<file path="src/rtl/alu_selftest_ctrl.sv">
// Periodic built-in self-test of the fault-tolerant ALU, using idle execute-stage cycles.
// Latency: one vector per cycle while idle; repeated failing runs request a switchover to the spare ALU.
module alu_selftest_ctrl #(
    parameter int SCAN_PERIOD    = 1024,
    parameter int MISMATCH_LIMIT = 2
) (
    input  logic        clk,
    input  logic        rst,
    input  logic        pipe_idle,
    input  logic [31:0] pipe_A,
    input  logic [31:0] pipe_B,
    input  logic [2:0]  pipe_ctrl,
    output logic [31:0] alu_A,
    output logic [31:0] alu_B,
    output logic [2:0]  alu_ctrl,
    input  logic [31:0] alu_result,
    input  logic        alu_zero,
    input  logic        alu_negative,
    input  logic        fault_detected_in,
    output logic        force_alu_fault,
    output logic        test_active,
    output logic [7:0]  pass_cnt,
    output logic [1:0]  err_cnt
);

    localparam int PW = (SCAN_PERIOD > 1) ? $clog2(SCAN_PERIOD) : 1;

    typedef enum logic [2:0] {WAIT, ARM, RUN, FAULT, HALT} state_t;

    state_t        state_q, state_d;
    logic [PW-1:0] per_cnt_q, per_cnt_d;
    logic [1:0]    vec_idx_q, vec_idx_d;
    logic          sticky_q, sticky_d;
    logic [7:0]    pass_cnt_q, pass_cnt_d;
    logic [1:0]    err_cnt_q, err_cnt_d;

    logic [31:0] vec_a, vec_b, vec_res;
    logic [2:0]  vec_ctrl;
    logic        vec_z, vec_n;
    logic        mismatch, run_fail;
    logic [1:0]  err_inc;

    // Carry and overflow are deliberately not part of the vector set.
    always_comb begin
        vec_a = 32'd5; vec_b = 32'd3; vec_ctrl = 3'b000;
        vec_res = 32'h0000_0008; vec_z = 1'b0; vec_n = 1'b0;
        case (vec_idx_q)
            2'd0: begin
                vec_a = 32'd5; vec_b = 32'd3; vec_ctrl = 3'b000;
                vec_res = 32'h0000_0008; vec_z = 1'b0; vec_n = 1'b0;
            end
            2'd1: begin
                vec_a = 32'd5; vec_b = 32'd5; vec_ctrl = 3'b001;
                vec_res = 32'h0000_0000; vec_z = 1'b1; vec_n = 1'b0;
            end
            2'd2: begin
                vec_a = 32'hFFFF_0000; vec_b = 32'h0F0F_0F0F; vec_ctrl = 3'b010;
                vec_res = 32'h0F0F_0000; vec_z = 1'b0; vec_n = 1'b0;
            end
            default: begin
                vec_a = 32'h0000_0001; vec_b = 32'h0000_0002; vec_ctrl = 3'b001;
                vec_res = 32'hFFFF_FFFF; vec_z = 1'b0; vec_n = 1'b1;
            end
        endcase
    end

    assign test_active     = (state_q == RUN);
    assign force_alu_fault = (state_q == FAULT);
    assign alu_A           = test_active ? vec_a    : pipe_A;
    assign alu_B           = test_active ? vec_b    : pipe_B;
    assign alu_ctrl        = test_active ? vec_ctrl : pipe_ctrl;
    assign pass_cnt        = pass_cnt_q;
    assign err_cnt         = err_cnt_q;

    assign mismatch = (alu_result != vec_res) || (alu_zero != vec_z) || (alu_negative != vec_n);
    assign run_fail = sticky_q | mismatch;
    assign err_inc  = (err_cnt_q == 2'd3) ? 2'd3 : err_cnt_q + 2'd1;

    always_comb begin
        state_d    = state_q;
        per_cnt_d  = '0;
        vec_idx_d  = vec_idx_q;
        sticky_d   = sticky_q;
        pass_cnt_d = pass_cnt_q;
        err_cnt_d  = err_cnt_q;
        case (state_q)
            WAIT: begin
                if (fault_detected_in) begin
                    state_d = HALT;
                end else if (per_cnt_q == PW'(SCAN_PERIOD - 1)) begin
                    state_d = ARM;
                end else begin
                    per_cnt_d = per_cnt_q + 1'b1;
                end
            end
            ARM: begin
                vec_idx_d = 2'd0;
                sticky_d  = 1'b0;
                if (fault_detected_in) state_d = HALT;
                else if (pipe_idle)    state_d = RUN;
            end
            RUN: begin
                // A busy pipeline or a detected fault abandons the run with no verdict.
                if (fault_detected_in || !pipe_idle) begin
                    state_d   = fault_detected_in ? HALT : ARM;
                    vec_idx_d = 2'd0;
                    sticky_d  = 1'b0;
                end else if (vec_idx_q == 2'd3) begin
                    vec_idx_d = 2'd0;
                    sticky_d  = 1'b0;
                    if (run_fail) begin
                        err_cnt_d = err_inc;
                        state_d   = (int'(err_inc) == MISMATCH_LIMIT) ? FAULT : WAIT;
                    end else begin
                        err_cnt_d = 2'd0;
                        if (pass_cnt_q != 8'hFF) pass_cnt_d = pass_cnt_q + 8'd1;
                        state_d = WAIT;
                    end
                end else begin
                    vec_idx_d = vec_idx_q + 2'd1;
                    sticky_d  = run_fail;
                end
            end
            FAULT:   state_d = HALT;
            default: state_d = HALT;
        endcase
    end

    always_ff @(posedge clk) begin
        if (!rst) begin
            state_q    <= WAIT;
            per_cnt_q  <= '0;
            vec_idx_q  <= 2'd0;
            sticky_q   <= 1'b0;
            pass_cnt_q <= 8'd0;
            err_cnt_q  <= 2'd0;
        end else begin
            state_q    <= state_d;
            per_cnt_q  <= per_cnt_d;
            vec_idx_q  <= vec_idx_d;
            sticky_q   <= sticky_d;
            pass_cnt_q <= pass_cnt_d;
            err_cnt_q  <= err_cnt_d;
        end
    end

endmodule
</file>
<file path="config.mk">
export PLATFORM = sky130hd
export DESIGN_NAME = alu_selftest_ctrl
export DESIGN_NICKNAME = d
export VERILOG_FILES = /design/src/rtl/alu_selftest_ctrl.sv
export SDC_FILE = /design/constraint.sdc
export NUM_CORES = 1
export LEC_CHECK = 0
export CORE_ASPECT_RATIO = 0.5
export CORE_UTILIZATION = 33
export CTS_BUF_LIST = sky130_fd_sc_hd__clkbuf_2
export DETAILED_ROUTE_END_ITERATION = 7
export PLACE_DENSITY = 0.83
export RECOVER_POWER = 25
export SLEW_MARGIN = 20
export SYNTH_ARGS = -nofsm -noshare
export SYNTH_HDL_FRONTEND = slang
export SYNTH_SLANG_ARGS = --single-unit
export TNS_END_PERCENT = 10
</file>
<file path="constraint.sdc">
create_clock -name clk -period 2.8 [get_ports clk]
set_input_delay 0.28 -clock clk [delete_from_list [all_inputs] [get_ports clk]]
set_output_delay 0.28 -clock clk [all_outputs]
set_load 0.01 [all_outputs]
</file>
=== Word-level counts from Yosys, hierarchy flattened ===
Cells that the tools add are included.

* Word-level logic and storage cells: 71
* Bits in registers: 26
* Output and inout bits: 79

* Equal/unequal tests: 16
* Mux-type cells: 27
* Bitwise gates (word level): 5
* Add/sub/neg operators: 4
* Reduce and logical (&&, ||, !) cells: 13

{| class="wikitable"
|+ Operators with widths
! operator !! count
|-
| $pmux W32 S3 || 1
|-
| $pmux W28 S3 || 1
|-
| $mux W32 || 2
|-
| $pmux W32 S2 || 1
|-
| $ne A32 B32 Y1 || 1
|-
| $mux W3 || 8
|-
| $mux W2 || 6
|-
| $add A10 B1 Y10 const B || 1
|-
| $eq A10 B10 Y1 const B || 1
|-
| $pmux W3 S3 || 1
|-
| $add A8 B1 Y8 const B || 1
|-
| $eq A2 B2 Y1 const B || 4
|-
| $ne A8 B8 Y1 const B || 1
|-
| $pmux W2 S2 || 2
|-
| $eq A3 B2 Y1 const B || 2
|-
| $ne A3 B3 Y1 const B || 2
|-
| $reduce_and A3 Y1 || 2
|-
| $reduce_and A5 Y1 || 1
|-
| $add A2 B1 Y2 const B || 2
|-
| $mux W1 || 4
|-
| $not A1 Y1 || 4
|-
| $reduce_or A4 Y1 || 1
|-
| $eq A3 B1 Y1 const B || 1
|-
| $logic_not A3 Y1 || 1
|-
| 11 further kinds || 14
|}

=== Longest topological paths before layout ===
Gate-level depths: netlist of run 1.

* Word-level depth: 10
* Mapped depth: 9

=== Worst setup path after synthesis of run 1 ===
Ideal clock, no wire load.

* Kind: flip-flop to flip-flop
* Start: register vec_idx_q[0]
* End: register pass_cnt_q[2], in the netlist pass_cnt[2]
* Stages on the path, launching flop included: 9
* Data required time: 2728 ps
* Data arrival time: 2276 ps
* Setup slack: 452 ps
* Setup time: 72 ps
* Cell sequence: dfxtp_1 -> ha_1 -> or4_1 -> mux2i_1 -> o21ai_1 -> or3_4 -> buf_6 -> nor4b_4 -> mux2i_1

* Cells in the longest elaborated chain, start to end: 8

{| class="wikitable"
|+ RTL lines
! element !! line !! text
|-
| start: declaration || 32 || <nowiki>logic [1:0] vec_idx_q, vec_idx_d;</nowiki>
|-
| start signal: assignment || 140 || <nowiki>vec_idx_q <= vec_idx_d;</nowiki>
|-
| $eq A2 B2 Y1 (tied with other cells) || 47 || <nowiki>case (vec_idx_q)</nowiki>
|-
| $pmux W32 S3 (tied with other cells) || 47 ||
|-
| $ne A32 B32 Y1 (tied with other cells) || 75 || <nowiki>assign mismatch = (alu_result != vec_res) || (alu_zero != vec_z) || (alu_negative != vec_n);</nowiki>
|-
| $logic_or A1 B1 Y1 or $ne A1 B1 Y1 (tied branches) || 75 ||
|-
| $logic_or A1 B1 Y1 || 75 ||
|-
| $or A1 B1 Y1 || 76 || <nowiki>assign run_fail = sticky_q | mismatch;</nowiki>
|-
| $not A1 Y1 (no source line) || n/a ||
|-
| $reduce_and A5 Y1 (no source line) (*) || n/a ||
|-
| end signal: assignment || 142 || <nowiki>pass_cnt_q <= pass_cnt_d;</nowiki>
|-
| end: declaration || 34 || <nowiki>logic [7:0] pass_cnt_q, pass_cnt_d;</nowiki>
|}

Mark *: on every way between the ends. The rest lies on a longest branch, timed or not.
A chain may end at the register's enable or synchronous reset.

=== Worst setup path after layout of run 1 ===
* Start: register state_q[0]
* End: output port alu_A[31]

* Cells in the longest elaborated chain, start to end: 2

{| class="wikitable"
|+ RTL lines
! element !! line !! text
|-
| start: declaration || 30 || <nowiki>state_t state_q, state_d;</nowiki>
|-
| start signal: assignment || 138 || <nowiki>state_q <= state_d;</nowiki>
|-
| $eq A3 B2 Y1 || 67 || <nowiki>assign test_active = (state_q == RUN);</nowiki>
|-
| $mux W32 || 69 || <nowiki>assign alu_A = test_active ? vec_a : pipe_A;</nowiki>
|-
| end: declaration || 13 || <nowiki>output logic [31:0] alu_A,</nowiki>
|}

Every way passes these cells.

==> impl_metrics.tcl, run 1 <==
set metrics [dict create \
    status "finished, final reports clean" \
    netlist_area_um2 2138 \
    holdWs_ps 506.4 \
    period_needed_ps 2666 \
    worstMarginPinSlew_ps 1011 \
    crit_fanout 15 \
    crit_path_top_delay_cell "clkdlybuf4s50_1" \
    crit_path_start "state_q[0]" \
    end_kind "primary output" \
    cts-root-buf "clkbuf_2" \
    fp.dieW_um 115.8 \
    relSlewSlack_pct 32.63 \
    crit_path_cell_trace "nand2b_1 -> or2_2 -> inv_1 -> and2_4 -> clkbuf_16 -> a21o_1 -> clkdlybuf4s50_1" \
    vias 2635 \
    antenna_found_initial 0 \
    p_leak_nw 1.709 \
    grt_pass1_vias 2424 \
    port_buffers 183 \
    core_um2 6156 \
    drtIter0Drc 82 \
    num_rows 20 \
    finalSetupTns_ps 0 \
    wl_per_cell_um 15.18 \
    r2r-start "vec_idx_q[0]" \
    htreeDepth 1 \
    final_common_cell "clkdlybuf4s50_1" \
    overflow 0 \
    grt_pass1_wl_um 12220 \
    maxCapViolCount 0 \
    layout_common_cells "clkdlybuf4s50_1, a21o_1, and2_1" \
    clock-sinks 26 \
    finalNonFillerCells 544 \
    powerDensity_nw_per_um2 238.0 \
    dieArea_um2 6825 \
    crit_end "alu_A[31]" \
    synthCells 276 \
    max_freq_mhz 375.1 \
    drt_first_pass_iters 4 \
    r2r_end "pass_cnt[3]" \
    route.detailed.drc 0 \
    placed_area_um2 4064 \
    place_inst 538 \
    fin_nets 570 \
    areaGrowthSynthToFinish_pct 94.21 \
    final_hold_viol_count 0 \
    rsz0062_at_grt "no" \
    post-dp-hpwl_um 6662 \
    setup_viol 0 \
    critical-path-max-stage-delay_ps 540 \
    r2r_cells 8 \
    async_flop_share_pct 0 \
    cts.path.max_buffers 2 \
    final_max_slew_viol_count 0 \
    yosys_register_bits 26 \
    routed_wirelength_um 8259 \
    postRouteAntennaNets 0 \
    synth_edf_count 0 \
    antennaDiodeCount 0 \
    drive_gt1_share_pct 5.044 \
    io_pins 184 \
    synth.yosys.seq_area_share_pct 24.34 \
    final_area_um2 4153 \
    start_util_pct 34.74 \
    synth.distinct_cells 44 \
    rrSetupSlack_ps 250 \
    yosysWarnings 0 \
    skew_ps 24.46 \
    required_ps 2520 \
    min_path_type "flop to flop" \
    crit_path_start_kind "flop" \
    synthFlopType "dfxtp_1" \
    cts_tree "yes" \
    worstSkewPairLatency_ps 380 \
    die_height_um 58.92 \
    irDropWorstVdd_v 0.0001800 \
    place_congestion 0.8306 \
    path_class "flop to primary output" \
    post-route-period-util_pct 95.21 \
    syn_avg_cell_area_um2 7.747 \
    cts.clk_slew.worst_paths_ps 270 \
    grt_max_degree 38 \
    arrival_ps 2390 \
    cts_inserted_buffers 3 \
    postCtsHoldBufs 0 \
    synth.net_count 389 \
    avgViaCountPerCell 4.844 \
    track_usage_pct 23.29 \
]
[cell families (layout without fill, tap and decap cells)]
group / Yosys count / count (layout) / synth area share [%]
AOI/OAI and AO/OA: 56 / 56 / 18.31
xor gates and xnor gates: 11 / 11 / 4.506
adders and majority gates: 8 / 8 / 4.681
buffers and inverters: 23 / 203 / 4.447
DFF: 26 / 26 / 24.34
muxes: 7 / 7 / 3.277
and+or+nand+nor: 145 / 145 / 40.43
[sequential cells by signal, indices dropped and copies added (netlist names)]
name,cells
err_cnt,2
pass_cnt,8
per_cnt_q,10
state_q,3
sticky_q,1
vec_idx_q,2
[Yosys cell counts, drive strengths merged (2+ instances only)]
cell type	number	area [um^2]
or2	2	12.52
o31ai	2	15.01
nand4	11	83.83
nand2b	9	56.30
o22ai	2	12.51
and4	2	17.52
nor4	8	80.08
xor2	8	70.07
or4	6	45.04
nand3	9	45.04
inv	7	26.28
nand2	27	101.4
a31oi	2	12.51
clkbuf	14	52.55
a21o	31	232.7
buf	2	16.26
o21ai	9	45.04
nor2b	2	12.51
xnor2	3	26.28
and3	7	43.79
or3	4	30.03
a21oi	3	15.01
nor2	19	71.32
and2	32	200.2
a21boi	3	22.52
ha	8	100.1
dfxtp	26	520.5
nor3	4	25.02
mux2i	7	70.07
[worst min path at each step]
| stage | to | startpoint | cells after the start | slack (ps) |
|---|---|---|---|---|
| after floorplan | per_cnt_q[0] | per_cnt_q[0] | 1 | 440 |
| after global placement | per_cnt_q[0] | per_cnt_q[0] | 1 | 460 |
| after detailed placement | per_cnt_q[0] | per_cnt_q[0] | 1 | 470 |
| after CTS | pass_cnt[6] | pass_cnt[6] | 2 | 500 |
| after global routing | pass_cnt[6] | pass_cnt[6] | 2 | 540 |
| final | pass_cnt[6] | pass_cnt[6] | 2 | 510 |
[worst max-delay path: cells and delay by family, from the launching register on]
| kind | cells | cell delay [ps] |
|---|---|---|
| flip-flops | 1 | 410 |
| AND/OR/NAND/NOR | 3 | 700 |
| AO/OA/AOI/OAI | 1 | 90 |
| buffers and inverters | 3 | 800 |
[stage by stage]
stage          total power [mW]  utilization (%)  setup WS [ps]
2_1_floorplan            0.4834                -          452.4
6_report                 0.9882            67.46          134.0
3_5_place_dp             0.7509            66.02          187.3
4_1_cts                  0.9971            66.81          51.87
5_1_grt                   1.035            67.46          30.81
3_3_place_gp             0.7472            66.02          268.5
[routing by layer]
metal	share of wire [%]	wire [um]	track usage (%)	up-vias
li1	-	-	-	1338
met1	43	3551	30.99	1226
met2	49	4049	38.52	67
met3	7.7	633	7.312	4
met4	0.30	25	2.198	0
met5	0	0	0	-
[power breakdown]
part	switching, mW	internal, mW	leakage [nW]
combinational	0.115	0.251	1.47
sequential	0.00381	0.375	0.210
clock	0.122	0.123	0.0266
total	0.240	0.748	1.71
[final cells by class]
| cell class | count | area, um^2 |
|---|---|---|
| Clock buffer | 3 | 15.01 |
| Clock inverter | 1 | 30.03 |
| Fill cell | 549 | 2003 |
| Inverter | 7 | 26.28 |
| Multi-Input combinational cell | 227 | 1528 |
| Sequential cell | 26 | 521.8 |
| Tap cell | 88 | 110.1 |
| Timing Repair Buffer | 192 | 1922 |
[repair_timing]
| action | 4_1_cts | 5_1_grt |
|---|---|---|
| endpoints found under the setup margin | 1 | 35 |
| cloned | 0 | 1 |
| resized for setup | 1 | 13 |
| setup buffers | 0 | 1 |
No activity file was read; power rests on OpenSTA's default activity.
==> run 2, diff against run 1 <==
--- a/config.mk
+++ b/config.mk
@@ -10,7 +10,7 @@
 export CTS_BUF_LIST = sky130_fd_sc_hd__clkbuf_2
 export DETAILED_ROUTE_END_ITERATION = 7
 export PLACE_DENSITY = 0.83
-export RECOVER_POWER = 25
+export RECOVER_POWER = 100
 export SLEW_MARGIN = 20
 export SYNTH_ARGS = -nofsm -noshare
 export SYNTH_HDL_FRONTEND = slang
==> impl_metrics.tcl, run 2 (synthesis results as in run 1) <==
set metrics [dict create \
    status "finished, final reports clean" \
    htreeDepth 1 \
    grt_pass1_wl_um 12220 \
    r2r-start "vec_idx_q[0]" \
    grt_pass1_vias 2424 \
    rsz0062_at_grt "no" \
    cts-root-buf "clkbuf_2" \
    start_util_pct 34.74 \
    worstSkewPairLatency_ps 380 \
    placed_area_um2 4064 \
    seqCellArea_um2 521.8 \
    multi_input_area_um2 1501 \
    fin_nets 570 \
    postRouteAntennaNets 0 \
    clock-sinks 26 \
    use_met1_pct 30.99 \
    period_needed_ps 2664 \
    routed_wirelength_um 8251 \
    grt_util_met2_pct 38.52 \
    largest-register "per_cnt_q" \
    crit_path_start_kind "flop" \
    die_height_um 58.92 \
    finalSetupTns_ps 0 \
    post-route-period-util_pct 95.13 \
    p_total_uw 974.6 \
    min_path_type "flop to flop" \
    cts_tree "yes" \
    end_kind "primary output" \
    cts.clk_slew.worst_paths_ps 270 \
    postCtsHoldBufs 0 \
    setup_viol 0 \
    holdWs_ps 507.1 \
    final_max_slew_viol_count 0 \
    fp.dieW_um 115.8 \
    relSlewSlack_pct 33.55 \
    grt-busiest-layer "met2" \
    areaGrowthSynthToFinish_pct 92.45 \
    max_freq_mhz 375.4 \
    vias 2629 \
    route.detailed.drc 0 \
    drtIter0Drc 80 \
    p_leak_nw 1.696 \
    antenna_found_initial 0 \
    maxCapViolCount 0 \
    required_ps 2520 \
    irDropWorstVdd_v 0.0001793 \
    post-route-util_pct 66.85 \
    skew_ps 19.10 \
    path_class "flop to primary output" \
    place_congestion 0.8306 \
    worstMarginPinSlew_ps 996.8 \
    io_pins 184 \
    drt_first_pass_iters 4 \
    port_buffers 183 \
    final_area_um2 4115 \
    dieArea_um2 6825 \
    cts_inserted_buffers 3 \
    num-fill-cells 556 \
    arrival_ps 2380 \
    largest_register_ffs 10 \
    crit_path_start "state_q[0]" \
    layout_common_cells "clkdlybuf4s50_1, dlygate4sd3_1, a21o_1, and2_1, nand2_1" \
    drive_gt1_share_pct 5.044 \
    crit_fanout 15 \
    track_usage_pct 23.29 \
    grt_max_degree 38 \
    overflow 0 \
    worstHoldStart "pass_cnt[6]" \
    post-dp-hpwl_um 6662 \
    grt_use_met3_pct 7.312 \
    avgViaCountPerCell 4.833 \
    final_common_cell "clkdlybuf4s50_1" \
    core_um2 6156 \
    num_rows 20 \
    antennaDiodeCount 0 \
    wl_per_cell_um 15.17 \
    cts.path.max_buffers 2 \
    final_hold_viol_count 0 \
    powerDensity_nw_per_um2 236.8 \
]
## run 2: cell types whose count changed in the layout (fill, tap and decap cells not counted), sizes merged
cell	previous run	this run
dlygate4sd3	12	46
clkbuf	7	8
clkdlybuf4s50	167	133
dlymetal6s2s	2	0
clkdlybuf4s25	0	1
## run 2: metrics by stage
stage	worst slack [ps]	cells
after CTS	51.87	542
after detailed placement	187.3	538
after global routing	30.81	544
final	136.3	544
after global placement	268.5	538
after floorplan	452.4	276
## run 2: what timing repair did
action | CTS | global route
cloned | 0 | 1
setup endpoints to repair | 1 | 35
resized for setup | 1 | 13
buffers inserted | 0 | 1
## run 2: layout make-up
cell class                      count  share of cell area (%)
Timing Repair Buffer              192                   46.43
Inverter                            7                  0.6385
Multi-Input combinational cell    227                   36.49
Sequential cell                    26                   12.68
Tap cell                           88                   2.676
Clock inverter                      1                  0.7297
Clock buffer                        3                  0.3649
## run 2: routing by layer
layer / up-vias / routed length (um)
met5: - / 0
met4: 0 / 12
met3: 2 / 651
met2: 66 / 4064
met1: 1222 / 3522
li1: 1339 / -
## run 2: where the power goes
| group | internal (mW) | switching, mW | leakage, nW | total [mW] |
|---|---|---|---|---|
| Sequential | 0.375 | 0.00382 | 0.210 | 0.378 |
| Clock | 0.123 | 0.120 | 0.0266 | 0.243 |
| Combinational | 0.240 | 0.113 | 1.46 | 0.353 |
| Total | 0.737 | 0.237 | 1.70 | 0.975 |
## run 2: path summary, 6_finish.rpt
| kind | to | slack (ps) | depth (start not counted) |
|---|---|---|---|
| min | pass_cnt[6] | 510 | 2 |
| max reg2reg | pass_cnt[2] | 220 | 8 |
| max | alu_A[31] | 140 | 7 |
| min reg2reg | pass_cnt[6] | 510 | 2 |
## run 2: worst max-delay path, cell delays in order (launching register included)
cell and delay [ps]:
dfxtp_1 410, nand2b_1 170, or2_2 350, inv_1 90
and2_4 180, clkbuf_16 170, a21o_1 90, clkdlybuf4s50_1 540
==> run 3, diff against run 2 <==
--- a/config.mk
+++ b/config.mk
@@ -5,11 +5,12 @@
 export SDC_FILE = /design/constraint.sdc
 export NUM_CORES = 1
 export LEC_CHECK = 0
+export ABC_AREA = 1
 export CORE_ASPECT_RATIO = 0.5
-export CORE_UTILIZATION = 33
+export CORE_UTILIZATION = 36
 export CTS_BUF_LIST = sky130_fd_sc_hd__clkbuf_2
 export DETAILED_ROUTE_END_ITERATION = 7
-export PLACE_DENSITY = 0.83
+export PLACE_DENSITY = 0.88
 export RECOVER_POWER = 100
 export SLEW_MARGIN = 20
 export SYNTH_ARGS = -nofsm -noshare
==> constraint.sdc (replaced) <==
create_clock -name clk -period 3.4 [get_ports clk]
set_input_delay 0.34 -clock clk [delete_from_list [all_inputs] [get_ports clk]]
set_output_delay 0.34 -clock clk [all_outputs]
set_load 0.01 [all_outputs]
==> impl_metrics.tcl, run 3 <==
set metrics [dict create \
    crit_fanout 30 \
    synth.yosys.seq_area_share_pct 23.34 \
    drive_gt1_share_pct 2.542 \
    r2r_cells 13 \
    crit_path_start_kind "flop" \
    synth_commonest_cells "nand2_1, inv_1, nor2_1, dfxtp_1, nand3_1" \
    holdWs_ps 462.8 \
    clock-sinks 26 \
    final_common_cell "nand2_1" \
    p_sw_share_pct 26.27 \
    die_height_um 57.65 \
    r2r_end "pass_cnt[7]" \
    powerDensity_nw_per_um2 196.2 \
    period_needed_ps 3011 \
    path_class "flop to primary output" \
    num_rows 19 \
    start_util_pct 38.92 \
    p_clk_share_pct 24.7 \
    route.detailed.drc 0 \
    p_int_uw 600.3 \
    avgViaCountPerCell 4.358 \
    synth.net_count 527 \
    vias 2937 \
    netlist_area_um2 2230 \
    synth-simple-area-share_pct 49.16 \
    port_buffers 183 \
    largest_register_ffs 10 \
    track_usage_pct 23.25 \
    r2r-start "vec_idx_q[0]" \
    status "finished, final reports clean" \
    wl_per_cell_um 11.69 \
    fin_nets 704 \
    rrSetupSlack_ps 840 \
    place_congestion 0.7795 \
    rsz0062_at_grt "no" \
    io_pins 184 \
    drt_first_pass_iters 7 \
    antennaDiodeCount 0 \
    cts.path.max_buffers 2 \
    cts-root-buf "clkbuf_2" \
    yosysWarnings 0 \
    drtIter0Drc 113 \
    synth_xor_area_share_pct 1.964 \
    min_path_type "flop to flop" \
    largest-register "per_cnt_q" \
    synthAdderAreaFrac_pct 4.489 \
    synth_compound_area_share_pct 6.566 \
    relSlewSlack_pct 40.39 \
    pwr-share-seq_pct 38.3 \
    overflow 0 \
    max_freq_mhz 332.1 \
    synth_top_area_share_pct 28.45 \
    end_kind "primary output" \
    hold-path-cell-count 1 \
    htreeDepth 1 \
    worstMarginPinSlew_ps 891.9 \
    synth.distinct_cells 27 \
    synth_top_family_by_area "simple AND/OR/NAND/NOR gates" \
    post-dp-hpwl_um 6730 \
    core_um2 5729 \
    p_comb_share_pct 37.0 \
    required_ps 3060 \
    worstHoldStart "per_cnt_q[0]" \
    yosys_register_bits 26 \
    hold_end "per_cnt_q[0]" \
    p_leak_nw 2.073 \
    final_max_slew_viol_count 0 \
    post-cts-setup-buffers 0 \
    cts_tree "yes" \
    grt_max_degree 42 \
    synthMostInstantiatedCell "nand2_1" \
    synthCells 414 \
    synth_edf_count 0 \
    antenna_found_initial 0 \
    layout_common_cells "nand2_1, clkdlybuf4s50_1, dlygate4sd3_1" \
    muxShareOfSynthArea_pct 0 \
    final_hold_viol_count 0 \
    areaGrowthSynthToFinish_pct 86.08 \
    worstSkewPairLatency_ps 380 \
    irDropWorstVdd_v 0.0002003 \
    maxCapViolCount 0 \
    postRouteAntennaNets 0 \
    synthFlopType "dfxtp_1" \
    syn_avg_cell_area_um2 5.386 \
    cts_inserted_buffers 3 \
    async_flop_share_pct 0 \
    fp.dieW_um 113.3 \
    routed_wirelength_um 7877 \
    arrival_ps 2670 \
    cts_resized 0 \
    grt_pass1_wl_um 12170 \
    grt_pass1_vias 2580 \
    ys_top_cells_by_area "nand2_1, dfxtp_1, inv_1" \
    cts.clk_slew.worst_paths_ps 260 \
    switching_power_uw 213.9 \
    finalSetupTns_ps 0 \
    post-route-period-util_pct 88.57 \
    synth_top_area_cell "nand2_1" \
    skew_ps 8.678 \
    postCtsHoldBufs 0 \
    dieArea_um2 6531 \
    setup_viol 0 \
]
[run 3: cell types whose count changed in the layout (fill, tap and decap cells not counted), sizes merged, moves of 11 or more]
cell | previous run | this run
inv | 7 | 70
dlygate4sd3 | 46 | 77
and2 | 32 | 0
nor2 | 19 | 66
clkdlybuf4s50 | 133 | 106
nand2 | 27 | 174
a21o | 31 | 0
nand4 | 11 | 0
[run 3: area by class of cell]
cell class / instances / area [um^2]
clock inverter: 1 / 30.03
fill: 502 / 1580
timing repair buffer: 184 / 1839
multi-input combinational: 306 / 1376
clock buffer: 3 / 15.01
sequential: 26 / 520.5
tap: 84 / 105.1
inverter: 70 / 262.8
[run 3: worst max-delay path by stage]
stage	to	startpoint	cells after the start
3_5_place_dp	alu_B[3]	state_q[1]	5
2_1_floorplan	pass_cnt[5]	vec_idx_q[0]	13
6_report	alu_B[26]	vec_idx_q[0]	5
3_3_place_gp	alu_B[3]	vec_idx_q[0]	5
5_1_grt	alu_A[28]	vec_idx_q[0]	5
4_1_cts	alu_B[3]	vec_idx_q[0]	5
[run 3: power by group through the flow]
stage                     Combinational [mW]  Sequential [mW]  Clock, mW
after detailed placement               0.320            0.318          0
after global placement                 0.316            0.317          0
after global routing                   0.326            0.313      0.218
after floorplan                       0.0950            0.317          0
after CTS                              0.321            0.312      0.206
final                                  0.301            0.312      0.201
[run 3: stage by stage]
stage	power [mW]	area, um^2	utilization, %	worst slack (ps)	instances
after CTS	0.8397	4159	72.59	418.1	674
after global routing	0.8574	4149	72.42	113.0	674
after detailed placement	0.6372	4114	71.81	891.6	670
final	0.8142	4149	72.42	388.7	674
after global placement	0.6335	4114	71.81	885.6	670
after floorplan	0.4121	2230	-	1502	414
[run 3: kinds of logic (layout without fill, tap and decap cells)]
kind of cell / Yosys count / count (layout)
adders and majority gates: 8 / 8
xor gates and xnor gates: 5 / 5
buffers and inverters: 82 / 258
DFF: 26 / 26
AOI/OAI and AO/OA: 26 / 26
and+or+nand+nor: 267 / 267
[run 3: layer usage]
layer	wire, um	vias up	GRT usage (%)
met4	140	0	6.203
met1	3514	1271	28.33
li1	-	1578	-
met2	3858	75	43.21
met5	0	-	0
met3	364	13	3.975
[run 3: critical path, stage by stage (launching register included)]
cell	delay (ps)
dfxtp_1	500
inv_1	120
ha_1	250
nand2_1	670
nand2_1	130
dlygate4sd3_1	630
==> RTL edit, RTL diff (config.mk and constraints of run 2) <==
Change the parameter `SCAN_PERIOD` from 1024 to 2048.
--- a/src/rtl/alu_selftest_ctrl.sv
+++ b/src/rtl/alu_selftest_ctrl.sv
@@ -3,3 +3,3 @@
 module alu_selftest_ctrl #(
-    parameter int SCAN_PERIOD    = 1024,
+    parameter int SCAN_PERIOD    = 2048,
     parameter int MISMATCH_LIMIT = 2
Function: no difference found for any inputs over 10 cycles, from zero or initial values and one cycle with rst low; that may be too few to reach the edited logic, so the function may still have changed.
==> RTL edit against run 2 <==
  * Die area increased by 1.4%
  * Wire length increased by 0.72%
  * Global-route usage decreased by 1.5 points
  * Sequential cell count increased by 1
  * Area after synthesis increased by 1.4%
  * Synthesized cell count increased by 3.3%
  * Highest routed layer unchanged
  * Sequential power increased by 4%
  * Power decreased by 7.7%
  * Clock skew decreased by 0.0075 ns
  * Setup slack improved by 0.0098 ns
  * Design area increased by 1.4%
  * Maximum frequency increased by 0.37%
  * Via count increased by 3.9%
==> RTL edit: results (changes against run 2) <==
Global routing usage on met2: 38.2% (-0.31 points)
R2R Path End: pass_cnt[6]
Register area share after synthesis: 24.9% (+0.59 points)
Clock insertion delay at the later pin of the skew report: 0.36 ns (-0.02 ns)
Layout Nets: 575 (+0.88%)
Grt met3 use: 3.99% (-3.3 points)
Syn Nets: 398 (+2.3%)
Run status: finished, final reports clean
Reg2Reg Depth: 6 (-2)
Clock slew at reported path FFs: 0.25 ns (-0.02 ns)
Share of cells above drive strength 1: 4.99% (-0.055 points)
Wire per inst: 15.1 um (-0.20%)
Routability Congestion: 0.838 (+0.85%)
Fin Hold WS: 0.507 ns (-0.000379 ns)
Hold path start: per_cnt_q[10]
Crit Path Max Fanout: 30 (+15)
Final non-filler cell total: 549 (+0.92%)
GR Util met1: 28.6% (-2.4 points)
VDD IR-drop max: 0.000193 V (+7.8%)
Wl on met1: 3620 um (+2.8%)
GRT Total Usage: 21.8% (-1.5 points)
DP HPWL: 6860 um (+3.0%)
Initial DRC Count: 155 (+94%)
WL met3: 581 um (-11%)
Setup ws final: 0.146 ns (+0.00981 ns)
Largest net degree at the start of global routing: 74 (+95%)
Pre-CTS setup slack: 0.0968 ns (-0.0904 ns)
Syn Inst Count: 285 (+3.3%)
Max FFs per register: 11 (+1)
Total number of vias: 2,731 (+3.9%)
Worst-Margin Slew: 0.395 ns (-0.602 ns)
WL met2: 4050 um (-0.34%)
First-pass GRT wire length: 11,800 um (-3.4%)
CTS buffer count: 3 (unchanged)
RTL edit: cell count changes after synthesis, sizes merged, moves of 3 or more:
cell    delta
mux2i      -5
o31ai      +9
nand2b     -7
nor2       +7
clkbuf     +4
a21oi      +6
or4        +5
o211ai     +3
nand2     -13
a21boi     -3
RTL edit: kinds of logic (layout without fill, tap and decap cells):
kind of cell / Yosys count / count (layout) / synth area share, %
simple gates: 136 / 136 / 36.2
compound gates: 71 / 71 / 23.1
buf+inv: 30 / 206 / 5.77
flops: 27 / 27 / 24.9
xor+xnor: 11 / 11 / 4.44
fa+ha+maj: 8 / 8 / 4.62
mux: 2 / 2 / 0.923
RTL edit: worst max path at each step:
stage / cells after the start / to / from
after floorplan: 8 / pass_cnt[2] / vec_idx_q[0]
after global placement: 6 / pass_cnt[6] / alu_result[20]
after detailed placement: 7 / pass_cnt[6] / vec_idx_q[0]
after CTS: 6 / alu_B[10] / state_q[2]
after global routing: 7 / pass_cnt[7] / vec_idx_q[0]
final: 6 / alu_B[10] / state_q[2]
RTL edit: critical path, delay by kind of cell, from the launching register on:
family / cells / cell delay, ns
AO/OA/AOI/OAI: 1 / 0.12
buffers and inverters: 3 / 0.86
AND/OR/NAND/NOR: 2 / 0.62
flip-flops: 1 / 0.41
RTL edit: layout make-up:
cell class	instances	area, um^2
fill	521	2030
timing repair buffer	193	1930
multi-input combinational	228	1530
sequential	27	542
tap	88	110
inverter	9	33.8
clock buffer	3	15.0
clock inverter	1	7.51
RTL edit: power by group:
| part | switching (mW) | internal [mW] |
|---|---|---|
| Combinational | 0.112 | 0.244 |
| Clock | 0.118 | 0.0331 |
| Sequential | 0.00350 | 0.389 |
| Total | 0.234 | 0.666 |
